[src/rtl/fwd_scoreboard.sv]
// ---------------------------------------------------------------------------
// fwd_scoreboard -- forwarding / hazard unit for the pipelined CPU.
//
// A shift-register scoreboard tracks in-flight register writers, one entry
// per stage after ID (entry 0 = EX, 1 = MEM, 2 = WB for DEPTH = 3). For each
// ID-stage source operand the youngest matching producer is chosen. Its
// result is forwarded if it is already available at that stage. Otherwise
// issue stalls.
//
// Ports:
//   clk          in   clock, all state on posedge
//   reset        in   async active-low reset, clears the scoreboard
//   issue_valid  in   ID holds a valid instruction
//   issue_wr     in   ID instruction writes a register
//   issue_rd     in   ID destination register
//   issue_rdy_at in   first stage index whose output carries the result
//   flush        in   squash the ID instruction
//   src_reg      in   NUM_SRC packed source indices (source i in slice i)
//   src_used     in   per-source valid
//   fwd_sel      out  per-source select: 0 = regfile, k = stage k-1 output
//   stall        out  hold PC and IF/ID, bubble into EX
//   stall_count  out  16-bit saturating stall-cycle counter
//
// Build option: define FWD_STALL_CNT_EN to build the stall counter.
// Without it stall_count is tied to zero.
// ---------------------------------------------------------------------------

// Per-source matcher: youngest valid entry with a matching rd decides.
module fwd_src_match #(
    parameter int DEPTH    = 3,
    parameter int REG_W    = 5,
    parameter int RDY_W    = 2,
    parameter int SEL_W    = 2,
    parameter int ZERO_REG = 31
) (
    input  logic [REG_W-1:0]             src_reg,
    input  logic                         src_used,
    input  logic [DEPTH-1:0]             ent_v,
    input  logic [DEPTH-1:0][REG_W-1:0]  ent_rd,
    input  logic [DEPTH-1:0][RDY_W-1:0]  ent_rdy,
    output logic [SEL_W-1:0]             sel,
    output logic                         hazard
);
    always_comb begin
        sel    = '0;
        hazard = 1'b0;
        if (src_used && (src_reg != REG_W'(ZERO_REG))) begin
            // Walk oldest to youngest so the youngest match overwrites.
            for (int k = DEPTH - 1; k >= 0; k--) begin
                if (ent_v[k] && (ent_rd[k] == src_reg)) begin
                    // rdy_at >= DEPTH can never satisfy this test.
                    // Such an entry stalls until it drops off the end.
                    if (k >= int'(ent_rdy[k])) begin
                        sel    = SEL_W'(k + 1);
                        hazard = 1'b0;
                    end else begin
                        sel    = '0;
                        hazard = 1'b1;
                    end
                end
            end
        end
    end
endmodule

module fwd_scoreboard #(
    parameter  int NUM_SRC  = 3,
    parameter  int DEPTH    = 3,
    parameter  int REG_W    = 5,
    parameter  int ZERO_REG = 31,
    localparam int SEL_W    = $clog2(DEPTH + 1),
    localparam int RDY_W    = (DEPTH > 2) ? $clog2(DEPTH) : 1
) (
    input  logic                       clk,
    input  logic                       reset,
    input  logic                       issue_valid,
    input  logic                       issue_wr,
    input  logic [REG_W-1:0]           issue_rd,
    input  logic [RDY_W-1:0]           issue_rdy_at,
    input  logic                       flush,
    input  logic [NUM_SRC*REG_W-1:0]   src_reg,
    input  logic [NUM_SRC-1:0]         src_used,
    output logic [NUM_SRC*SEL_W-1:0]   fwd_sel,
    output logic                       stall,
    output logic [15:0]                stall_count
);
    logic [DEPTH-1:0]            vld_pipe;
    logic [DEPTH-1:0][REG_W-1:0] ent_rd;
    logic [DEPTH-1:0][RDY_W-1:0] ent_rdy;
    logic [NUM_SRC-1:0]          hazard;
    logic                        load_e0;

    for (genvar i = 0; i < NUM_SRC; i++) begin : g_src
        fwd_src_match #(
            .DEPTH(DEPTH), .REG_W(REG_W), .RDY_W(RDY_W),
            .SEL_W(SEL_W), .ZERO_REG(ZERO_REG)
        ) u_match (
            .src_reg  (src_reg[i*REG_W +: REG_W]),
            .src_used (src_used[i]),
            .ent_v    (vld_pipe),
            .ent_rd   (ent_rd),
            .ent_rdy  (ent_rdy),
            .sel      (fwd_sel[i*SEL_W +: SEL_W]),
            .hazard   (hazard[i])
        );
    end

    // flush wins over a hazard.
    assign stall   = issue_valid & ~flush & (|hazard);
    assign load_e0 = issue_valid & ~stall & ~flush & issue_wr &
                     (issue_rd != REG_W'(ZERO_REG));

    // Entries always advance, including while stalled. That is what
    // eventually resolves the hazard. Entry 0 takes the new writer or a bubble.
    always_ff @(posedge clk or negedge reset) begin
        if (!reset) begin
            vld_pipe <= '0;
            ent_rd   <= '0;
            ent_rdy  <= '0;
        end else begin
            vld_pipe <= {vld_pipe[DEPTH-2:0], load_e0};
            ent_rd   <= {ent_rd[DEPTH-2:0], issue_rd};
            ent_rdy  <= {ent_rdy[DEPTH-2:0], issue_rdy_at};
        end
    end

`ifdef FWD_STALL_CNT_EN
    logic [15:0] stall_cnt_q;

    always_ff @(posedge clk or negedge reset) begin
        if (!reset)
            stall_cnt_q <= '0;
        else if (stall && (stall_cnt_q != 16'hFFFF))
            stall_cnt_q <= stall_cnt_q + 16'd1;
    end

    assign stall_count = stall_cnt_q;
`else
    assign stall_count = 16'd0;
`endif

endmodule

[config.mk]
export PLATFORM = sky130hd
export DESIGN_NAME = fwd_scoreboard
export DESIGN_NICKNAME = d
export VERILOG_FILES = /design/src/rtl/fwd_scoreboard.sv
export SDC_FILE = /design/constraint.sdc
export NUM_CORES = 1
export LEC_CHECK = 0
export CAP_MARGIN = 20
export CELL_PAD_IN_SITES_DETAIL_PLACEMENT = 1
export CELL_PAD_IN_SITES_GLOBAL_PLACEMENT = 2
export CORE_ASPECT_RATIO = 1.2
export CORE_UTILIZATION = 29
export CTS_CLUSTER_DIAMETER = 80
export DETAILED_ROUTE_END_ITERATION = 12
export GPL_ROUTABILITY_DRIVEN = 0
export HOLD_SLACK_MARGIN = 0.05
export PLACE_DENSITY = 0.86
export SLEW_MARGIN = 0
export SYNTH_ARGS = -nofsm -noshare
export SYNTH_HDL_FRONTEND = slang
export SYNTH_SLANG_ARGS = --single-unit
[constraint.sdc]
create_clock -name clk -period 4.5 [get_ports clk]
set_input_delay 0.9 -clock clk [delete_from_list [all_inputs] [get_ports clk]]
set_output_delay 0.9 -clock clk [all_outputs]
set_load 0.02 [all_outputs]
==> flow_summary.json, run 1 <==
{
  "status": "finished clean",
  "tns_ns": 0,
  "cts-buffers-inserted": 3,
  "io_pins": 53,
  "chipWidth_um": 69.2,
  "syn_avg_cell_area_sq_um": 9.71,
  "layout_common_cells": "clkdlybuf4s50_1, xor2_1, dfrtp_1, xnor2_1, conb_1",
  "clock_skew_ns": 0.00603,
  "slew_viol_final": 0,
  "arrival_ns": 3.45,
  "synth_adder_area_share": 0,
  "rr_endpoint": "vld_pipe[0]",
  "grt-ovfl-total": 0,
  "cts_buffer_depth": 2,
  "fin_area_sq_mm": 0.00204,
  "worstHoldPathCells": 0,
  "wl_per_cell_um": 14.7,
  "drt_iter0_drc": 24,
  "reg2regPathDepth": 6,
  "die_area_sq_mm": 0.00572,
  "synth_compound_area_frac": 0.0756,
  "drive_above_1_share": 0.0637,
  "antenna_found_initial": 0,
  "maxCapViolations": 0,
  "cts_tree": "built",
  "crit_path_end_kind": "output pin",
  "hp-start": "ent_rdy[2]",
  "synthToLayoutAreaGrowth_pct": 30.0,
  "critPathLaunchType": "input pin",
  "crit_required_ns": 3.60,
  "rows": 29,
  "p_leak_uw": 0.000812,
  "post_cts_buffers": 0,
  "ant_nets": 0,
  "layout_commonest_cell": "clkdlybuf4s50_1",
  "placedInstanceArea_sq_mm": 0.00196,
  "timing.rr.start": "ent_rd[12]",
  "synth_seq_cells": 24,
  "dpl.hpwl_um": 3290,
  "grt_pass1_vias": 1293,
  "synth_area_sq_mm": 0.00157,
  "min_path_type": "reg -> reg",
  "setup_violations": 0,
  "routed_wl_um": 3920,
  "vias_per_cell": 4.74,
  "io_buffer_count": 36,
  "drc_errors": 0,
  "synth_top_family_by_area": "XOR/XNOR gates",
  "synth-xor-area-share": 0.251,
  "coreArea_sq_mm": 0.00526,
  "hold_end": "ent_rdy[4]",
  "crit_path_max_fanout": 4,
  "holdBufCountCts": 0,
  "post-route-period-util": 0.967,
  "grt_use_total": 0.140,
  "grt_max_degree": 25,
  "hold_violations": 0,
  "syn-instance-count": 162,
  "ys_warn_count": 0,
  "die_y_um": 82.7,
  "grt_first_pass_wirelength_um": 6240,
  "clkTransAtPathRegs_ns": 0.09,
  "power.density_mw_per_mm2": 244,
  "cts_max_level": 1,
  "yosys.area_share.simple": 0.197,
  "clock_latency_ns": 0.26,
  "cts_sinks": 24,
  "fmax_mhz": 230,
  "initial_utilization": 0.299,
  "synth-edff-count": 0,
  "min_period_ns": 4.35,
  "ys.flop_type": "dfrtp_1",
  "vias": 1260,
  "grt_setup_unrepaired": "false",
  "ys_async_sr_fraction": 1.00,
  "r2r_slack_ns": 2.53,
  "path_class": "in -> out",
  "post_cts_resized": 0,
  "num_antenna_cells": 0,
  "synth_mux_area_frac": 0,
  "dr.pass1.iters": 4,
  "ir_worst_vdd_v": 0.000116,
  "root_buffer": "clkbuf_8",
  "yosysUniqueCellTypes": 37,
  "fin_nets": 235,
  "yosysSeqAreaShare": 0.382
}
==> synthesized netlist by cell type (2+ instances only) <==
cell / instances / area [sq um]
a21oi_1: 3 / 15.0
a31oi_1: 2 / 12.5
and3_1: 3 / 18.8
buf_4: 16 / 120
dfrtp_1: 24 / 601
inv_1: 2 / 7.51
nand2_1: 11 / 41.3
nand3_1: 13 / 65.1
nor2_1: 10 / 37.5
nor3_1: 4 / 20.0
nor3b_1: 3 / 22.5
nor4_1: 2 / 12.5
o221ai_1: 2 / 17.5
xnor2_1: 19 / 166
xor2_1: 26 / 228
==> worst max-delay path, stage by stage <==
cell	delay (ns)
clkdlybuf4s50_1	0.57
xnor2_1	0.15
nand3_1	0.12
or4_1	0.57
o211ai_2	0.16
nand3_1	0.16
a31oi_1	0.20
clkdlybuf4s50_1	0.63
==> report_power, final <==
group          internal, uW  leakage, uW  total (uW)  switching, uW
Sequential              226     0.000285         241           15.3
Combinational          55.2     0.000498         113           57.5
Clock                  78.0    0.0000288         145           67.4
Total                   359     0.000812         500            140
==> how the worst max path moves through the flow <==
stage	start	end	slack, ns	depth (start not counted)
CTS	src_reg[3]	stall	0.14	8
global placement	src_reg[3]	stall	0.22	8
detailed placement	src_reg[3]	stall	0.15	8
global route	src_reg[3]	stall	0.03	8
floorplan	src_reg[2]	stall	1.32	6
finish	src_reg[3]	stall	0.15	8
==> flip-flops by register name, indices dropped and copies added (netlist names) <==
name,count
ent_rdy,6
ent_rd,15
vld_pipe,3
==> kinds of logic (layout without fill, tap and decap cells) <==
kind of cell | count (synthesis) | after routing
DFF | 24 | 24
and+or+nand+nor | 57 | 57
other | 1 | 16
xor gates and xnor gates | 45 | 45
buffers and inverters | 19 | 46
AOI/OAI and AO/OA | 16 | 16
==> stage by stage <==
stage | setup WS [ns] | util | hold slack [ns] | cells | power [uW]
4_1_cts | 0.143 | 0.383 | 0.357 | 265 | 503
5_1_grt | 0.0285 | 0.389 | 0.363 | 266 | 523
6_report | 0.149 | 0.389 | 0.354 | 266 | 500
3_5_place_dp | 0.153 | 0.373 | 0.336 | 261 | 356
2_1_floorplan | 1.32 | - | 0.331 | 177 | 312
3_3_place_gp | 0.215 | 0.373 | 0.332 | 261 | 354
==> area by class of cell <==
cell class              count  area, sq um
repair buffers             39          403
clock buffers               4         55.1
fillers                   601         3220
multi-input cells         134          883
flip-flops and latches     24          601
inverters                   3         25.0
well taps                  62         77.6
==> layer usage <==
metal | vias up | global-route usage | wire length [um]
li1 | 604 | - | -
met1 | 604 | 0.166 | 1710
met2 | 48 | 0.268 | 1980
met3 | 4 | 0.0206 | 209
met4 | 0 | 0.0347 | 19
met5 | - | 0 | 0
Note: power is estimated with default switching activity, not from simulation.
==> inputs of run 2 (changes only) <==
CORE_MARGIN = 2   (was unset)
==> run 2 against run 1 <==
Effect of this change:
- sequential cell count unchanged
- combinational power barely moved
- setup slack better by 0.046 ns
- core utilization increased by 0.17 points
- clock power is 29% higher
- sequential power hardly changed
- clock-buffer cell count down 1
- critical path type unchanged
- largest cell class unchanged
- largest power group unchanged
==> flow_summary.json, run 2 (synthesized netlist as in run 1, its figures left out) <==
{
  "root_buffer": "clkbuf_8",
  "finish.utilization": 0.390,
  "coreArea_sq_mm": 0.00526,
  "cts_max_level": 1,
  "grt_setup_unrepaired": "false",
  "fin_nets": 234,
  "tns_ns": 0,
  "cts_tree": "built",
  "total_power_uw": 539,
  "synthToLayoutAreaGrowth_pct": 30.5,
  "rows": 29,
  "clock_skew_ns": 0.00255,
  "die_area_sq_mm": 0.00603,
  "top_regs": "ent_rd: 15 flops, ent_rdy: 6 flops, vld_pipe: 3 flops",
  "grt_pass1_vias": 1320,
  "vias": 1226,
  "status": "finished clean",
  "crit_path_end_kind": "output pin",
  "fin_area_sq_mm": 0.00205,
  "timing.rr.start": "ent_rd[13]",
  "ant_nets": 0,
  "io_buffer_count": 36,
  "drive_above_1_share": 0.0591,
  "fmax_mhz": 232,
  "p_leak_uw": 0.000814,
  "tightest_slew_ns": 0.511,
  "setup_violations": 0,
  "grt_use_total": 0.136,
  "routed_wl_um": 3850,
  "min_period_ns": 4.30,
  "arrival_ns": 3.40,
  "cts_sinks": 24,
  "ir_worst_vdd_v": 0.000150,
  "reg2regPathDepth": 6,
  "die_y_um": 84.7,
  "layout_common_cells": "clkdlybuf4s50_1, xor2_1, dfrtp_1, xnor2_1, conb_1",
  "grt_max_degree": 25,
  "post_cts_resized": 0,
  "fill_cells": 622,
  "power.density_mw_per_mm2": 263,
  "cts-buffers-inserted": 3,
  "fin_ws_ns": 0.196,
  "dr.pass1.iters": 4,
  "multiInputGateArea_sq_um": 883,
  "num_antenna_cells": 0,
  "largest_register": "ent_rd",
  "placedInstanceArea_sq_mm": 0.00195,
  "seqCellArea_sq_um": 601,
  "io_pins": 53,
  "cts_buffer_depth": 2,
  "critPathLaunch": "src_reg[3]",
  "crit_required_ns": 3.60,
  "crit_path_max_fanout": 4,
  "largest_register_ffs": 15,
  "slew_headroom": 0.659,
  "post_cts_buffers": 0,
  "post-route-period-util": 0.957,
  "drt_iter0_drc": 23,
  "dpl.hpwl_um": 3280,
  "slew_viol_final": 0,
  "path_class": "in -> out",
  "clkTransAtPathRegs_ns": 0.08,
  "rr_endpoint": "vld_pipe[0]",
  "initial_utilization": 0.299,
  "hold_violations": 0,
  "clock_latency_ns": 0.26,
  "chipWidth_um": 71.2,
  "grt-ovfl-total": 0,
  "wl_per_cell_um": 14.5,
  "antenna_found_initial": 0,
  "maxCapViolations": 0,
  "vias_per_cell": 4.63,
  "drc_errors": 0,
  "grt_first_pass_wirelength_um": 6390,
  "holdBufCountCts": 0,
  "crit_end": "stall",
  "min_path_type": "reg -> reg",
  "layout_commonest_cell": "clkdlybuf4s50_1",
  "post-place-ws_ns": 0.170,
  "r2r_slack_ns": 2.58,
  "critPathLaunchType": "input pin"
}
-- run 2: power by group --
part	switching (uW)	total, uW	leakage (uW)	internal, uW
Clock	67.8	187	0.0000357	119
Combinational	56.9	111	0.000493	54.6
Sequential	15.0	241	0.000285	226
-- run 2: worst max-delay path: stages --
cell and delay [ns]:
clkdlybuf4s50_1 0.57, xnor2_1 0.15, nand3_1 0.12, or4_1 0.56
o211ai_2 0.15, nand3_1 0.14, a31oi_1 0.19, clkdlybuf4s50_1 0.62
-- run 2: per-stage QoR --
step	std cells	hold WS, ns
after floorplan	177	0.331
after detailed placement	260	0.336
after global routing	265	0.379
final	265	0.354
after CTS	264	0.355
after global placement	260	0.333
-- run 2: worst min path at each step --
stage	slack, ns	startpoint	end	depth (start not counted)
final	0.35	ent_rdy[2]	ent_rdy[4]	0
after global routing	0.38	ent_rdy[2]	ent_rdy[4]	0
after CTS	0.36	ent_rdy[2]	ent_rdy[4]	0
after detailed placement	0.34	ent_rdy[2]	ent_rdy[4]	0
after global placement	0.33	ent_rdy[2]	ent_rdy[4]	0
after floorplan	0.33	ent_rdy[2]	ent_rdy[4]	0
-- run 2: area by class of cell --
type	instances	area share
Multi-Input combinational cell	134	0.430
Sequential cell	24	0.293
Timing Repair Buffer	38	0.193
Tap cell	62	0.0378
Clock buffer	3	0.0201
Clock inverter	1	0.0146
Inverter	3	0.0122
-- run 2: metal layers --
metal,wire (um),up-vias,global-route usage
met3,194,2,0.0216
met4,21,0,0.0412
met5,0,-,0
met2,1950,36,0.236
met1,1680,586,0.172
li1,-,602,-
